File: config.mk
export PLATFORM = sky130hd
export DESIGN_NAME = jogador_automatico
export DESIGN_NICKNAME = d
export VERILOG_FILES = /design/src/rtl/jogador_pkg.sv /design/src/rtl/jogador_automatico_memoria.sv /design/src/rtl/jogador_automatico.sv
export SDC_FILE = /design/constraint.sdc
export NUM_CORES = 1
export LEC_CHECK = 0
export ABC_AREA = 1
export CELL_PAD_IN_SITES_DETAIL_PLACEMENT = 0
export CELL_PAD_IN_SITES_GLOBAL_PLACEMENT = 1
export CORE_UTILIZATION = 44
export CTS_CLUSTER_DIAMETER = 50
export CTS_CLUSTER_SIZE = 24
export DETAILED_ROUTE_END_ITERATION = 6
export PLACE_DENSITY = 0.79
export SETUP_SLACK_MARGIN = 0.15
export SLEW_MARGIN = 20
export SYNTH_ARGS = -nofsm -noshare
export SYNTH_HDL_FRONTEND = slang
export SYNTH_SLANG_ARGS = --single-unit
File: constraint.sdc
create_clock -name clock -period 2.65 [get_ports clock]
set_input_delay 0.265 -clock clock [delete_from_list [all_inputs] [get_ports clock]]
set_output_delay 0.265 -clock clock [all_outputs]
set_load 0.02 [all_outputs]
File: src/rtl/jogador_pkg.sv
// Shared definitions for the automatic memory-game player: state encodings,
// default sequence depth and the press-corruption helper.
package jogador_pkg;

  typedef logic [3:0] estado_t;

  localparam logic [3:0] INICIAL   = 4'd0;
  localparam logic [3:0] PEDE_JOGO = 4'd1;
  localparam logic [3:0] OBSERVA   = 4'd2;
  localparam logic [3:0] PRESSIONA = 4'd3;
  localparam logic [3:0] SOLTA     = 4'd4;
  localparam logic [3:0] PROXIMA   = 4'd5;
  localparam logic [3:0] FIM       = 4'd15;

  localparam int N_MAX_PADRAO = 16;
  localparam int BOTOES_W     = 4;

  // Rotate a 4-bit button value left by one; turns any one-hot press into a
  // different one-hot press, which the game must reject.
  function automatic logic [3:0] rot_esq4(input logic [3:0] v);
    return {v[2:0], v[3]};
  endfunction

endpackage

File: src/rtl/jogador_automatico_memoria.sv
// Sequence store for the automatic player: N_MAX entries of DATA_W bits,
// written synchronously while observing, read asynchronously while replaying.
module memoria_sequencia
  import jogador_pkg::*;
#(
  parameter int N_MAX  = N_MAX_PADRAO,
  parameter int DATA_W = BOTOES_W,
  parameter int AW     = (N_MAX > 1) ? $clog2(N_MAX) : 1
) (
  input  logic              clock,
  input  logic              we,
  input  logic [AW-1:0]     addr,
  input  logic [DATA_W-1:0] din,
  output logic [DATA_W-1:0] dout
);

  logic [DATA_W-1:0] mem [N_MAX];

  // Contents carry data only, so they are never reset.
  always_ff @(posedge clock) begin
    if (we) begin
      mem[addr] <= din;
    end
  end

  assign dout = mem[addr];

endmodule

File: src/rtl/jogador_automatico.sv
// Automatic player for the memory game: requests a game, records the LED
// sequence of each round and replays it on the buttons with fixed press/gap
// timing, optionally corrupting one chosen press.
module jogador_automatico
  import jogador_pkg::*;
#(
  parameter int N_MAX        = N_MAX_PADRAO,
  parameter int JOGAR_CYCLES = 5,
  parameter int PRESS_CYCLES = 5,
  parameter int GAP_CYCLES   = 510,
  parameter int QUIET_CYCLES = 1000
) (
  input  logic       clock,
  input  logic       reset,
  input  logic       iniciar,
  input  logic [3:0] leds,
  input  logic       ganhou,
  input  logic       perdeu,
  input  logic       erro_en,
  input  logic [3:0] erro_rodada,
  input  logic [3:0] erro_jogada,
  output logic       jogar,
  output logic [3:0] botoes,
  output logic       ocupado,
  output logic [3:0] db_rodada,
  output logic [3:0] db_jogada,
  output logic [3:0] db_estado
);

  // Address width of the store (jogada is 4 bits, so N_MAX is at most 16),
  // width of the length counter (must hold N_MAX itself) and timer width
  // covering the longest of the four timed intervals.
  localparam int AW      = (N_MAX > 1) ? $clog2(N_MAX) : 1;
  localparam int CW      = $clog2(N_MAX + 1);
  localparam int MAX_AB  = (PRESS_CYCLES > GAP_CYCLES) ? PRESS_CYCLES : GAP_CYCLES;
  localparam int MAX_CD  = (QUIET_CYCLES > JOGAR_CYCLES) ? QUIET_CYCLES : JOGAR_CYCLES;
  localparam int MAX_CYC = (MAX_AB > MAX_CD) ? MAX_AB : MAX_CD;
  localparam int TW      = $clog2(MAX_CYC + 1);

  estado_t       estado, estado_prox;
  logic [TW-1:0] timer, timer_prox;
  logic [CW-1:0] comprimento, comprimento_prox;
  logic [3:0]    jogada, jogada_prox;
  logic [3:0]    rodada, rodada_prox;
  logic [3:0]    leds_ant;

  logic          mem_we;
  logic [AW-1:0] mem_addr;
  logic [3:0]    mem_dout;

  logic          evento;
  logic          abortar;
  logic          corromper;
  logic [3:0]    valor_press;

  memoria_sequencia #(
    .N_MAX  (N_MAX),
    .DATA_W (4),
    .AW     (AW)
  ) u_memoria (
    .clock (clock),
    .we    (mem_we),
    .addr  (mem_addr),
    .din   (leds),
    .dout  (mem_dout)
  );

  // Writes only happen while observing, reads only while replaying, so one
  // address port is shared between the length and replay counters.
  assign mem_addr = (estado == OBSERVA) ? comprimento[AW-1:0] : jogada[AW-1:0];

  // A flash starts when the LEDs leave the all-dark value.
  assign evento = (leds_ant == 4'd0) && (leds != 4'd0);

  // A result flag from the game ends any active game, whatever we are doing.
  assign abortar = (ganhou || perdeu) && (estado != INICIAL) && (estado != FIM);

  assign corromper   = erro_en && (rodada == erro_rodada) && (jogada == erro_jogada);
  assign valor_press = corromper ? rot_esq4(mem_dout) : mem_dout;

  // Next-state, counter and timer logic; the shared timer restarts on every
  // state change.
  always_comb begin
    estado_prox      = estado;
    timer_prox       = timer + TW'(1);
    comprimento_prox = comprimento;
    jogada_prox      = jogada;
    rodada_prox      = rodada;
    mem_we           = 1'b0;

    case (estado)
      INICIAL, FIM: begin
        if (iniciar) begin
          estado_prox      = PEDE_JOGO;
          rodada_prox      = 4'd0;
          jogada_prox      = 4'd0;
          comprimento_prox = '0;
        end
      end

      PEDE_JOGO: begin
        if (timer == TW'(JOGAR_CYCLES - 1)) begin
          estado_prox = OBSERVA;
        end
      end

      OBSERVA: begin
        if (evento && (comprimento < CW'(N_MAX))) begin
          mem_we           = 1'b1;
          comprimento_prox = comprimento + CW'(1);
        end
        if (leds != 4'd0) begin
          timer_prox = '0;
        end else if (comprimento == '0) begin
          // Nothing seen yet: wait for the first flash without a timeout.
          timer_prox = '0;
        end else if (timer == TW'(QUIET_CYCLES - 1)) begin
          estado_prox = PRESSIONA;
          jogada_prox = 4'd0;
        end
      end

      PRESSIONA: begin
        if (timer == TW'(PRESS_CYCLES - 1)) begin
          estado_prox = SOLTA;
        end
      end

      SOLTA: begin
        if (timer == TW'(GAP_CYCLES - 1)) begin
          estado_prox = PROXIMA;
        end
      end

      PROXIMA: begin
        if ((CW'(jogada) + CW'(1)) < comprimento) begin
          jogada_prox = jogada + 4'd1;
          estado_prox = PRESSIONA;
        end else begin
          rodada_prox      = rodada + 4'd1;
          comprimento_prox = '0;
          jogada_prox      = 4'd0;
          estado_prox      = OBSERVA;
        end
      end

      default: begin
        estado_prox = INICIAL;
      end
    endcase

    // Abort wins over everything; counters are frozen for debug.
    if (abortar) begin
      estado_prox      = FIM;
      comprimento_prox = comprimento;
      jogada_prox      = jogada;
      rodada_prox      = rodada;
      mem_we           = 1'b0;
    end

    if (estado_prox != estado) begin
      timer_prox = '0;
    end
  end

  // State, counters and registered outputs; an abort or reset clears the
  // buttons at the same edge so no partial press survives.
  always_ff @(posedge clock) begin
    if (reset) begin
      estado      <= INICIAL;
      timer       <= '0;
      comprimento <= '0;
      jogada      <= 4'd0;
      rodada      <= 4'd0;
      leds_ant    <= 4'd0;
      jogar       <= 1'b0;
      botoes      <= 4'd0;
      ocupado     <= 1'b0;
    end else begin
      estado      <= estado_prox;
      timer       <= timer_prox;
      comprimento <= comprimento_prox;
      jogada      <= jogada_prox;
      rodada      <= rodada_prox;
      leds_ant    <= leds;
      jogar       <= (estado == PEDE_JOGO) && !abortar;
      botoes      <= ((estado == PRESSIONA) && !abortar) ? valor_press : 4'd0;
      ocupado     <= (estado_prox != INICIAL) && (estado_prox != FIM);
    end
  end

  assign db_estado = estado;
  assign db_rodada = rodada;
  assign db_jogada = jogada;

endmodule
## Yosys cells after proc, flatten, opt, wreduce, memory -nomap -nowiden

Memories as Yosys holds them, arrays and structs flattened.
Index checks and enable logic that the tools add are counted.

| cells by class | value |
|---|---|
| magnitude comparators | 2 |
| bitwise gates (word level) | 2 |
| muxes and demuxes | 32 |
| add/subtract/negate cells | 5 |
| eq/ne operators | 20 |
| reduce and logical (&&, ||, !) cells | 25 |

Operators by type and width:

| cell | number |
|---|---|
| $mux 4 | 16 |
| $mux 10 | 3 |
| $pmux 4 s6 | 1 |
| $mux 5 | 3 |
| $pmux 5 s3 | 1 |
| $pmux 4 s3 | 1 |
| $reduce_bool 4->1 | 3 |
| $add 10x1->10 const B | 1 |
| $eq 10x10->1 const B | 1 |
| $eq 10x3->1 const B | 1 |
| $eq 10x9->1 const B | 1 |
| $logic_and 1x1->1 | 9 |
| $add 4x1->4 const B | 2 |
| $eq 4x2->1 const B | 2 |
| $eq 4x3->1 const B | 2 |
| $eq 4x4->1 | 2 |
| $logic_not 4->1 | 2 |
| $ne 2x2->1 const B | 4 |
| $ne 4x4->1 const B | 2 |
| $pmux 4 s2 | 1 |
| $mux 1 | 6 |
| $reduce_and 6->1 | 1 |
| $reduce_or 2->1 | 3 |
| $add 4x1->5 const B | 1 |
| 15 further kinds | 17 |

| storage, ports and cells | value |
|---|---|
| RAM bits | 64 |
| word-level logic and storage cells | 96 |
| memories kept | 1 |
| flip-flop bits (word level) | 37 |
| output and inout port bits | 18 |

Memories:

| name | words | width | read ports | clocked after memory_dff | write ports | line | RTL |
|---|---|---|---|---|---|---|---|
| u_memoria.mem | 16 | 4 | 1 | 0 | 1 | jogador_automatico_memoria.sv:17 | `logic [DATA_W-1:0] mem [N_MAX];` |

## Logic depth before layout (Yosys ltp)

| logic depth | value |
|---|---|
| word-level depth | 8 |
| depth in mapped cells | 17 |
| mapped depth without buffers | 15 |

## Cells and area by module

Synthesis repeated with hierarchy kept, for this count alone.

| second synthesis, totals | value |
|---|---|
| cell total of the unflattened synthesis | 654 |
| area, all modules | 5,308.8 sq um |

Modules (own cells, without submodules):

| module | cells each | area each (sq um) | instances | sequential area each (sq um) |
|---|---|---|---|---|
| memoria_sequencia | 285 | 2,885.3 | 1 | 1,921.8 |
| jogador_automatico | 369 | 2,423.6 | 1 | 740.7 |

## Least setup slack after synthesis

Ideal clock, no wire load.

| timing path | value |
|---|---|
| path type | register to register |
| start point | register jogada[2] (netlist: db_jogada[2]) |
| end point | register rodada[2] (netlist: db_rodada[2]) |
| setup time | 0.118 ns |
| clock period less this slack | 2.284 ns |
| path buffers | 1 |
| data arrival time | 2.166 ns |
| setup slack | 0.366 ns |
| cell stages (with the launch flop) | 14 |
| data required time | 2.532 ns |
| cells stage by stage | dfxtp_1 clkbuf_1 nand3_1 xor2_1 ha_1 nand4_1 a21oi_1 nor2_2 inv_1 nand2_1 nor2_1 inv_1 o21ai_1 nor2_1 |

| between the ends | value |
|---|---|
| word-level cells in the longest chain between the ends | 4 |

RTL lines:

| element | line | RTL |
|---|---|---|
| start: declaration | jogador_automatico.sv:43 | `logic [3:0] jogada, jogada_prox;` |
| start signal: assignment | jogador_automatico.sv:183 | `jogada <= jogada_prox;` |
| $add 4x1->5 | jogador_automatico.sv:136 | `if ((CW'(jogada) + CW'(1)) < comprimento) begin` |
| $lt 5x5->1 | jogador_automatico.sv:136 |  |
| $ne 2x2->1 (no line) | n/a |  |
| $reduce_and 4->1 (no line) | n/a |  |
| end signal: assignment | jogador_automatico.sv:184 | `rodada <= rodada_prox;` |
| end: declaration | jogador_automatico.sv:44 | `logic [3:0] rodada, rodada_prox;` |

Every way passes these cells.
A chain may end at the register's enable or synchronous reset.

## Worst setup path after layout

| timing path | value |
|---|---|
| start point | register estado[1] (netlist: db_estado[1]) |
| end point | memory u_memoria.mem[3][1], enable pin |

| between the ends | value |
|---|---|
| word-level cells in the longest chain between the ends | 6 |
| elaborated cells on any way between the ends | 10 |

RTL lines:

| element | line | RTL |
|---|---|---|
| start: declaration | jogador_automatico.sv:40 | `estado_t estado, estado_prox;` |
| start signal: assignment | jogador_automatico.sv:180 | `estado <= estado_prox;` |
| $reduce_bool 4->1 | jogador_automatico.sv:76 | `assign abortar = (ganhou \|\| perdeu) && (estado != INICIAL) && (estado != FIM);` |
| $logic_and 1x1->1 (2 in series) | jogador_automatico.sv:76 |  |
| $mux 1 | jogador_automatico.sv:153 | `if (abortar) begin` |
| $mux 1 | jogador_automatico_memoria.sv:21 | `if (we) begin` |
| $mux 1 (not written as such) | jogador_automatico_memoria.sv:22 | `mem[addr] <= din;` |
| end: declaration | jogador_automatico_memoria.sv:17 |  |

Parallel ways exist; a longest one is shown, timed or not.

==> results.md <==
- Outcome: completed
- Element type at the critical path start: register
- CTS Buf Count: 9
- Area contributors post-synth: edfxtp_1 (38%), dfxtp_1 (15%), nand2_1 (14%), nand3_1 (7.3%), nor2_1 (5.6%)
- Initial antenna violation count: 0
- Peak VDD IR: 0.3332 mV
- Setup violators final: 0
- I/O pins: 36
- Post-cts hold buffer count: 0
- Placed cell count: 785
- Die height: roughly 110 µm
- Overall routing resource usage: between 20% and 30%
- Vias/cell: ~5.1
- Fmax: roughly 430 MHz
- Commonest cells post-synth: nand2_1 (194), nor2_1 (76), nand3_1 (74), edfxtp_1 (64), inv_1 (50)
- Number of max-cap violations: 0
- Share of cells above drive strength 1: 10.08%
- Dpl cell area: 5589 µm²
- Worst-path maximum fanout: 12
- Pin count of the biggest net entering global routing: 24
- Synthesized net count: 640
- Clock Path Buffers: 2
- Synthesis-to-layout area growth: 18.47%
- LEAKAGE: between 2 and 2.5 nW
- WP data required: 2.66 ns
- Seq cells post-synth: 101
- Vias: 4109
- Number of cell rows: 38
- Grt total ovfl: 0
- Post-Route WL: 12.08 mm
- H-tree Lvls: 3
- Synth top area share: around two fifths
- Worst-margin pin slew: approximately 0.51 ns
- Setup Crit Path Kind: reg -> reg
- CTS tree: built
- Most frequent cell after synthesis: nand2_1
- Clk sinks: 101
- Sequential area share after synthesis: a little over half
- Root buffer cell: clkbuf_16
- Setup Skew: 0.009949 ns
- Setup_tns: 0 ns
- Post-Synthesis Cell Area: 5054 µm²
- Vias in the first global route: 3997
- Antenna Nets Post-Route: 0
- Die ar.: 11920 µm²
- Crit path max-delay family: simple AND/OR/NAND/NOR gates
- DR DRC count: 0
- Ys flop type: edfxtp_1
- Crit path DAT: 2.33 ns
- Port bufs: 35
- Post-layout min period: 2.317 ns
- Setup crit end kind: register
- Power per cell area: 672.8 nW/µm²
- First-pass GRT wire length: ~20 mm
- Slew Viols, Final: 0
- Core ar.: 11030 µm²
- Synth Warn #: 0
- Initial core utilization: 45.81%
- Critical Path Slowest Stage Cell: dfxtp_1
- Die width: 109.2 µm
- Distinct cells, synth: 36
- Worst slew margin: 65.90%
- Nets: 689
- Post-synth top area cell: edfxtp_1
- Hold Crit Class: in -> reg
- Final HPWL DP: 8.627 mm
- Wire per inst: 15.00 µm
- Fin crit share: 87.42%
- Slowest Stage Delay on Critical Path: between 0.4 and 0.5 ns
- Initial DRC count: between 200 and 250
- Design area: about 6000 µm²
- GPL Wtd Cong: approximately 0.8
- Antenna cells: 0
- Cells after Synth: 611
- Buf+Inv Stages, Crit Path: 2
- Final non-filler cell total: 805
- Ys async rst share: 0%
- Cell Chain, Critical Path: inv_2, nor2_4, nand2_4, inv_2, nand2_1, nor2_1, nand3_1, nor2_1
- Fin Hold WS: 0.5008 ns
- Avg Inst Size Synth: 8.271 µm²
- 1st-pass router iterations: 5
- Hold Vio Cnt, Final: 0
- CTS clk-pin slew, worst paths: 0.07 ns
- RSZ-0062 raised after global routing: yes
- EDFF count, synth: 64
- Skew-Pair Late Insertion Delay: 0.34 ns
state kept, by name, summed over array words and instances, names as in the netlist:
register       cells
db_estado          4
leds_ant           4
db_jogada          4
botoes             4
ocupado            1
timer             10
comprimento        5
db_rodada          4
jogar              1
u_memoria.mem     64
final timing paths:
path,slack (ns),end,cells after the start,from
max reg2reg,0.33,u_memoria.mem[3][1],8,db_estado[1]
min reg2reg,0.51,comprimento[4],2,comprimento[4]
min,0.50,leds_ant[2],3,leds[2]
max,0.33,u_memoria.mem[3][1],8,db_estado[1]
repair_timing:
action,in CTS,in global routing
setup endpoints to repair,2,40
setup buffers,0,3
gates cloned,0,1
pin swaps,0,8
resized for setup,1,17
worst register-to-register path, cell delays in order, from the launching register on:
cell,delay (ns)
dfxtp_1,0.45
inv_2,0.10
nor2_4,0.14
nand2_4,0.14
inv_2,0.14
nand2_1,0.09
nor2_1,0.28
nand3_1,0.30
nor2_1,0.36
power breakdown:
group | switching [mW] | internal (mW)
Combinational | 0.608 | 0.313
Clock | 0.563 | 0.795
Sequential | 0.0448 | 1.70
layout make-up:
type	instances	area [µm²]
Timing Repair Buffer	53	485.5
Sequential cell	101	2671
Multi-Input combinational cell	440	2136
Inverter	55	209.0
Clock buffer	12	257.7
Fill cell	1030	5044
Tap cell	140	175.2
Clock inverter	4	52.55
stage by stage:
stage / utilization (%) / setup slack (ns) / total power [mW]
2_1_floorplan: - / 0.3664 / 2.384
4_1_cts: 53.51 / 0.1857 / 4.018
5_1_grt: 54.28 / 0.1089 / 4.238
6_report: 54.28 / 0.3334 / 4.028
3_3_place_gp: 50.67 / 0.1633 / 2.653
3_5_place_dp: 50.67 / 0.1172 / 2.661
cell families (layout without fill, tap and decap cells):
logic type	count (synthesis)	count (layout)	synth area share, %
simple gates	375	376	31.62
flops	101	101	52.69
buf+inv	71	124	6.165
compound gates	41	41	4.729
xor+xnor	12	12	2.080
fa+ha+maj	11	11	2.723
cell usage in the layout, fill, tap and decap left out, types with 2 or more instances in the layout:
| cell type | n |
|---|---|
| a211oi_1 | 2 |
| a21oi_1 | 19 |
| a21oi_2 | 2 |
| buf_4 | 18 |
| clkbuf_1 | 2 |
| clkbuf_16 | 10 |
| clkdlybuf4s50_1 | 35 |
| dfxtp_1 | 34 |
| dfxtp_4 | 2 |
| edfxtp_1 | 64 |
| ha_1 | 10 |
| inv_1 | 50 |
| inv_2 | 4 |
| inv_6 | 2 |
| nand2_1 | 194 |
| nand2_2 | 3 |
| nand3_1 | 74 |
| nand3_2 | 3 |
| nand3b_1 | 2 |
| nand4_1 | 6 |
| nor2_1 | 71 |
| nor2_2 | 6 |
| nor2_4 | 4 |
| nor3_1 | 7 |
| nor4_1 | 3 |
| o211ai_1 | 2 |
| o21ai_0 | 7 |
| o21ai_2 | 3 |
| or2_2 | 2 |
| xor2_1 | 10 |
layer usage:
layer  up-vias  track usage (%)  wire [µm]
li1       2106                -          -
met1      1919            27.66       5330
met2        70            38.77       6221
met3        14            2.630        334
met4         0            8.190        191
met5         -                0          0
(Power assumes the default switching activity.)
